===== src/rtl/ibex_wb_result_buffer.sv =====
// ibex_wb_result_buffer
//
// Writeback-side result buffer that sits directly after the execution block.
// Completed EX results that target a non-zero register are queued in order.
// The queue drains into the register file write port whenever that port is
// granted; the LSU shares the port, so it can be busy. Queued results that
// have not been written yet can be looked up by ID so that operand reads
// stay coherent. EX is back-pressured while the buffer is full.
//
// Optional build macro:
//   IBEX_WB_BYPASS_EN - when defined, a result that arrives while the buffer
//                       is empty and the port is granted goes straight to the
//                       register file in the same cycle instead of being
//                       queued. The default build (macro undefined) has no
//                       bypass, and every rf_* output comes from registers.
//
// Ports:
//   clk_i, rst_ni                   clock, synchronous active-low reset
//   ex_valid_i/ex_we_i              EX result valid / targets a register
//   ex_rd_addr_i/ex_result_i        destination register and value
//   ex_ready_o                      buffer can take a result this cycle
//   flush_i                         discard every queued result
//   rf_we_o/rf_waddr_o/rf_wdata_o   register file write request (head entry)
//   rf_ready_i                      register file port granted this cycle
//   fwd_raddr_{a,b}_i               ID operand registers to look up
//   fwd_hit_{a,b}_o/fwd_data_{a,b}_o youngest queued match for each operand
//   count_o                         number of occupied entries
module ibex_wb_result_buffer #(
  parameter int unsigned Depth     = 2,
  parameter int unsigned DataWidth = 32
) (
  input  logic                         clk_i,
  input  logic                         rst_ni,
  input  logic                         ex_valid_i,
  input  logic                         ex_we_i,
  input  logic [4:0]                   ex_rd_addr_i,
  input  logic [DataWidth-1:0]         ex_result_i,
  output logic                         ex_ready_o,
  input  logic                         flush_i,
  output logic                         rf_we_o,
  output logic [4:0]                   rf_waddr_o,
  output logic [DataWidth-1:0]         rf_wdata_o,
  input  logic                         rf_ready_i,
  input  logic [4:0]                   fwd_raddr_a_i,
  input  logic [4:0]                   fwd_raddr_b_i,
  output logic                         fwd_hit_a_o,
  output logic [DataWidth-1:0]         fwd_data_a_o,
  output logic                         fwd_hit_b_o,
  output logic [DataWidth-1:0]         fwd_data_b_o,
  output logic [$clog2(Depth+1)-1:0]   count_o
);

  localparam int unsigned PtrW = (Depth > 1) ? $clog2(Depth) : 1;
  localparam int unsigned CntW = $clog2(Depth + 1);

  logic [4:0]           rd_q   [Depth];
  logic [DataWidth-1:0] data_q [Depth];
  logic [Depth-1:0]     valid_q;
  logic [PtrW-1:0]      wr_ptr_q;
  logic [PtrW-1:0]      rd_ptr_q;
  logic [CntW-1:0]      count_q;

  logic has_data;
  logic accept;
  logic enq_req;
  logic push;
  logic pop;

  logic [PtrW-1:0] fwd_idx;

  assign has_data   = (count_q != '0);
  assign ex_ready_o = (count_q < CntW'(Depth));
  assign count_o    = count_q;

  // Results with no register target (or x0) are consumed but never stored.
  assign accept  = ex_valid_i & ex_ready_o;
  assign enq_req = accept & ex_we_i & (ex_rd_addr_i != 5'd0);
  assign pop     = has_data & rf_ready_i;

`ifdef IBEX_WB_BYPASS_EN
  logic bypass;

  // Empty buffer and a granted port: write the incoming result directly.
  assign bypass = enq_req & ~has_data & rf_ready_i;
  assign push   = enq_req & ~bypass;

  // Queued entries always go first; the bypass only fires when empty.
  always_comb begin
    rf_we_o    = has_data | bypass;
    rf_waddr_o = '0;
    rf_wdata_o = '0;
    if (has_data) begin
      rf_waddr_o = rd_q[rd_ptr_q];
      rf_wdata_o = data_q[rd_ptr_q];
    end else if (bypass) begin
      rf_waddr_o = ex_rd_addr_i;
      rf_wdata_o = ex_result_i;
    end
  end
`else
  assign push = enq_req;

  // Head entry is shown whenever the buffer holds anything; zeros when empty.
  always_comb begin
    rf_we_o    = has_data;
    rf_waddr_o = '0;
    rf_wdata_o = '0;
    if (has_data) begin
      rf_waddr_o = rd_q[rd_ptr_q];
      rf_wdata_o = data_q[rd_ptr_q];
    end
  end
`endif

  // Pointers, occupancy and valid bits. Flush beats any same-cycle push/pop;
  // a pop in that cycle has still been written because rf_we_o was already up.
  always_ff @(posedge clk_i) begin
    if (!rst_ni) begin
      wr_ptr_q <= '0;
      rd_ptr_q <= '0;
      count_q  <= '0;
      valid_q  <= '0;
    end else if (flush_i) begin
      wr_ptr_q <= '0;
      rd_ptr_q <= '0;
      count_q  <= '0;
      valid_q  <= '0;
    end else begin
      if (push) begin
        valid_q[wr_ptr_q] <= 1'b1;
        wr_ptr_q          <= wr_ptr_q + PtrW'(1);
      end
      if (pop) begin
        valid_q[rd_ptr_q] <= 1'b0;
        rd_ptr_q          <= rd_ptr_q + PtrW'(1);
      end
      if (push && !pop) begin
        count_q <= count_q + CntW'(1);
      end else if (pop && !push) begin
        count_q <= count_q - CntW'(1);
      end
    end
  end

  // Payload storage needs no reset; the valid bits say what is meaningful.
  always_ff @(posedge clk_i) begin
    if (push) begin
      rd_q[wr_ptr_q]   <= ex_rd_addr_i;
      data_q[wr_ptr_q] <= ex_result_i;
    end
  end

  // Walk from oldest to youngest so the last match seen is the youngest.
  always_comb begin
    fwd_hit_a_o  = 1'b0;
    fwd_data_a_o = '0;
    fwd_hit_b_o  = 1'b0;
    fwd_data_b_o = '0;
    fwd_idx      = '0;
    for (int i = 0; i < Depth; i++) begin
      fwd_idx = rd_ptr_q + PtrW'(i);
      if (valid_q[fwd_idx] && (fwd_raddr_a_i != 5'd0) &&
          (rd_q[fwd_idx] == fwd_raddr_a_i)) begin
        fwd_hit_a_o  = 1'b1;
        fwd_data_a_o = data_q[fwd_idx];
      end
      if (valid_q[fwd_idx] && (fwd_raddr_b_i != 5'd0) &&
          (rd_q[fwd_idx] == fwd_raddr_b_i)) begin
        fwd_hit_b_o  = 1'b1;
        fwd_data_b_o = data_q[fwd_idx];
      end
    end
  end

endmodule


===== config.mk =====
export PLATFORM = sky130hd
export DESIGN_NAME = ibex_wb_result_buffer
export DESIGN_NICKNAME = d
export VERILOG_FILES = /design/src/rtl/ibex_wb_result_buffer.sv
export SDC_FILE = /design/constraint.sdc
export NUM_CORES = 1
export LEC_CHECK = 0
export ABC_AREA = 1
export CAP_MARGIN = 20
export CORE_ASPECT_RATIO = 0.7
export CORE_MARGIN = 2
export CORE_UTILIZATION = 49
export CTS_CLUSTER_SIZE = 25
export DETAILED_ROUTE_END_ITERATION = 12
export PLACE_DENSITY = 0.78
export SYNTH_ARGS = -nofsm -noshare
export SYNTH_HDL_FRONTEND = slang
export SYNTH_SLANG_ARGS = --single-unit
export TNS_END_PERCENT = 1

===== constraint.sdc =====
create_clock -name clk_i -period 4.3 [get_ports clk_i]
set_clock_uncertainty 0.2 [all_clocks]
set_input_delay 0.86 -clock clk_i [delete_from_list [all_inputs] [get_ports clk_i]]
set_output_delay 0.86 -clock clk_i [all_outputs]
set_load 0.01 [all_outputs]

# [Word-level counts from Yosys, hierarchy flattened]
# Memory sizes are Yosys's and may differ from the RTL's. A register that Yosys moved wholly into a read port is not among the register bits.
# Cells that the tools add are included.
[totals] register_bits=6 ram_bits=74 inputBits=53 output_inout_bits=107 word_cells=78 memories=2
[mem_list] memory="data_q" depth=2 width=32 rd=2 rd_clocked_by_memory_dff=1 wr=1 line_no="57" source="logic [DataWidth-1:0] data_q [Depth];"
[mem_list] memory="rd_q" depth=2 width=5 rd=2 rd_clocked_by_memory_dff=1 wr=1 line_no="56" source="logic [4:0] rd_q [Depth];"
[classes] add_sub_neg=4 order_cmp=6 eq_ne=4 n_mux=30 bitwise=8 reduce_logical=20
[ops] cell="$mux W32" count=5
[ops] cell="$eq A5 B5 Y1" count=4
[ops] cell="$mux W1" count=16
[ops] cell="$reduce_bool A5 Y1" count=3
[ops] cell="$logic_and A1 B1 Y1" count=12
[ops] cell="$mux W2" count=6
[ops] cell="$lt A1 B2 Y1 const B" count=3
[ops] cell="$mux W5" count=1
[ops] cell="$and A1 B1 Y1" count=4
[ops] cell="$reduce_bool A2 Y1" count=2
[ops] cell="$add A1 B1 Y1 const B" count=2
[ops] cell="$add A2 B1 Y2 const B" count=1
[ops] cell="$and A2 B2 Y2" count=1
[ops] cell="$demux W1 S1" count=2
[ops] cell="$ge A1 B1 Y1 const B" count=2
[ops] cell="$logic_not A1 Y1" count=2
[ops] cell="$lt A2 B2 Y1 const B" count=1
[ops] cell="$not A2 Y2" count=1
[ops] cell="$or A2 B2 Y2" count=1
[ops] cell="$reduce_or A2 Y1" count=1
[ops] cell="$sub A2 B1 Y2 const B" count=1
[ops] cell="$not A1 Y1" count=1

# [Logic depth before layout (Yosys ltp)]
[depth] depth_word=10 depth_mapped=11 depth_no_buf=9

# [Least setup slack after synthesis]
# Ideal clock, no wire load.
[synth_path] path_kind="input to register" startpoint="in ex_we_i" endpoint="mem data_q[0][0], enable pin" setup_ps=433 arrival_time_ps=2660 t_required_ps=3667 setup_slack_ps=1007 path_stages=3 path_buffers=0 cell_sequence="and3_1 -> nand2_1 -> nor2_1"
[synth_between] elab_chain_cells=4
[synth_lines] item="start, declared" line_no="35" source="input logic ex_we_i,"
[synth_lines] item="$and A1 B1 Y1 (2 in a row)" line_no="77" source="assign enq_req = accept & ex_we_i & (ex_rd_addr_i != 5'd0);"
[synth_lines] item="$mux W1" line_no="147" source="if (push) begin"
[synth_lines] item="$mux W1 (implied by the code)" line_no="149" source="data_q[wr_ptr_q] <= ex_result_i;"
[synth_lines] item="end, declared" line_no="57"
# Every way passes these cells.

# [Worst setup path after layout]
[layout_path] startpoint="in fwd_raddr_b_i[0]" endpoint="out fwd_data_b_o[22]"
[layout_between] elab_chain_cells=5 word_cells_on_any_way=9 cone_classes="eq/ne (2); mux (2); reduce/logical (5)"
[layout_lines] item="start, declared" line_no="45" source="input logic [4:0] fwd_raddr_b_i,"
[layout_lines] item="$reduce_bool A5 Y1" line_no="167" source="if (valid_q[fwd_idx] && (fwd_raddr_b_i != 5'd0) &&"
[layout_lines] item="$logic_and A1 B1 Y1 (2 in a row)" line_no="167"
[layout_lines] item="$mux W32" line_no="167"
[layout_lines] item="$mux W32 (*)" line_no="167"
[layout_lines] item="end, declared" line_no="49" source="output logic [DataWidth-1:0] fwd_data_b_o,"
# Every way passes the cells marked *; elsewhere a longest branch is shown, timed or not.

==> results_dict.tcl <==
set metrics [dict create \
    run_status "complete, no violations" \
    max_freq_mhz 241 \
    cts_tree "done" \
    placed_area_sq_um 7230 \
    post-cts-setup-buffers 0 \
    clk_latency_ps 340 \
    htreeDepth 3 \
    numClockSinks 81 \
    cp_slowest_cell "clkdlybuf4s50_1" \
    finalCritPeriodShare_pct 96.3 \
    grt_usage_pct 29.8 \
    whs_path_depth 2 \
    drv_slew 0 \
    cp-end-kind "primary output" \
    finalHoldViolCount 0 \
    ys_ff_latch 81 \
    drive_gt1_share_pct 7.23 \
    crit_chain "clkdlybuf4s50_1, nor2_1, nand3_1, nand2_1, nor2_1, nand2_1, nor2_1, nand3_1, nand2_1, clkdlybuf4s50_1" \
    maxUsedRoutingLayer "met4" \
    yosys_warnings 0 \
    num_rows 32 \
    grt_pass1_wl_microns 28000 \
    relSlewSlack_pct 32.3 \
    antenna_found_initial 0 \
    multi_input_area_sq_um 2510 \
    numPortBuffers 159 \
    cts_buffers 9 \
    dp_hpwl_microns 12500 \
    grt_remaining_overflow 0 \
    seq_area_sq_um 2360 \
    synth_nets 809 \
    clk_pin_slew_worst_paths_ps 60 \
    ant_nets 0 \
    rr_worst_depth 8 \
    start_util_pct 50.1 \
    routed_via_density 5.62 \
    drv_cap 0 \
    grt_pass1_vias 5696 \
    path_max_fanout 4 \
    drt_pass1_iterations 7 \
    ff2ff_setup_slack_ps 1550 \
    fin_crit_ps 4140 \
    powerDensity_nw_per_um2 262 \
    die_w_microns 131 \
    syn_to_final_growth_pct 36.9 \
    rsz0062_at_grt "false" \
    dr_total_vias 5910 \
    ys_types 29 \
    gp_congestion 0.877 \
    drc 0 \
    die_area_sq_um 12100 \
    dr_wl_met3_microns 1960 \
    finalInstanceArea_sq_um 7520 \
    startpoint_type "primary input" \
    worstMarginPinSlew_ps 1010 \
    slowest_delay_ps 590 \
    synth.cell_area_sq_um 5490 \
    drtIter0Drc 530 \
    nNetsFinal 949 \
    core_sq_um 11000 \
    setup_viol 0 \
    syn_inst 755 \
    hold_class "flip-flop to flip-flop" \
    die_h_microns 92.6 \
    pin_count 160 \
    antenna-diode-count 0 \
    fillers 905 \
    totalWireLength_microns 17800 \
    ctsResizeCount 0 \
    worstPathRequired_ps 3240 \
    hold_buffers 0 \
    ir_worst_vdd_uv 209 \
    dr_wl_met2_microns 7910 \
    syn_area_per_cell_sq_um 7.28 \
    worstPathArrival_ps 3080 \
    leakagePower_nw 3.15 \
    final.setup.tns_ps 0 \
    wl_per_cell_microns 16.9 \
    cts_buffer_depth 2 \
    grt_max_degree 45 \
    ys_seq_area_share_pct 43.0 \
    clk_root_buffer_cell "clkbuf_16" \
    crit_type "primary input to primary output" \
    wl_met1_microns 7600 \
]
Yosys cell counts (all sizes together):
library cell  instances  area [sq um]
a21boi                1          7.51
a21oi                 7          35.0
and3                  1          6.26
buf                  38           221
clkbuf               13          48.8
dfxtp                 7           140
edfxtp               74          2220
ha                    1          12.5
inv                  99           372
nand2               217           817
nand3                99           558
nand4                64           400
nor2                 58           263
nor3                  1          5.00
o21ai                73           369
or2                   1          6.26
xor2                  1          8.76
stage by stage:
| stage | util, % | worst slack [ps] | total power, mW | instances | hold slack, ps |
|---|---|---|---|---|---|
| finish | 68.5 | 158 | 1.97 | 1052 | 280 |
| global route | 68.5 | 45.2 | 2.04 | 1052 | 319 |
| floorplan | - | 1010 | 1.06 | 755 | 252 |
| CTS | 68.5 | 232 | 1.98 | 1052 | 280 |
| global placement | 65.9 | 269 | 1.21 | 1037 | 265 |
| detailed placement | 65.9 | 239 | 1.21 | 1037 | 271 |
cells by family (layout without fill, tap and decap cells):
group           Yosys count  in the layout  share of synthesized area [%]
compound gates           81             81                           7.49
xor+xnor                  1              1                          0.159
fa+ha+maj                 1              1                          0.228
buf+inv                 150            294                           11.7
flops                    81             81                           43.0
simple gates            441            441                           37.4
sequential cells by signal (all words and copies together), names as in the netlist, named ones only:
name	cells
count_o	2
data_q	64
rd_ptr_q	1
rd_q	10
valid_q	2
wr_ptr_q	1
path summary, 6_finish.rpt:
kind | from | to
hold reg to reg | valid_q[1] | valid_q[1]
setup reg to reg | count_o[1] | count_o[1]
hold / removal | valid_q[1] | valid_q[1]
setup / recovery | fwd_raddr_b_i[0] | fwd_data_b_o[22]
power by group:
group / switching, mW / internal [mW]
Sequential: 0.0151 / 0.886
Clock: 0.316 / 0.450
Combinational: 0.175 / 0.126
worst max-delay path: cells and delay by family:
family	cells	cell delay, ps
buffers and inverters	2	1130
AND/OR/NAND/NOR	8	1090
layer usage:
metal  up-vias  track usage (%)
li1       2804                -
met1      2669             40.6
met2       400             47.4
met3        37             7.57
met5         -                0
met4         0             8.42
cells in the final DEF (no fill, tap or decap), types with 10 or more instances in the layout:
cell type        instances
nand2_1                216
clkdlybuf4s50_1        159
inv_1                   96
nand3_1                 88
edfxtp_1                74
o21ai_0                 71
nand4_1                 64
nor2_1                  48
buf_4                   18
nand3_2                 10
layout make-up:
class | count | share of cell area, %
Timing Repair Buffer | 180 | 23.8
Clock inverter | 6 | 0.882
Inverter | 99 | 4.94
Clock buffer | 9 | 3.00
Tap cell | 153 | 2.55
Multi-Input combinational cell | 524 | 33.4
Sequential cell | 81 | 31.4
Note: power is estimated with default switching activity, not from simulation.
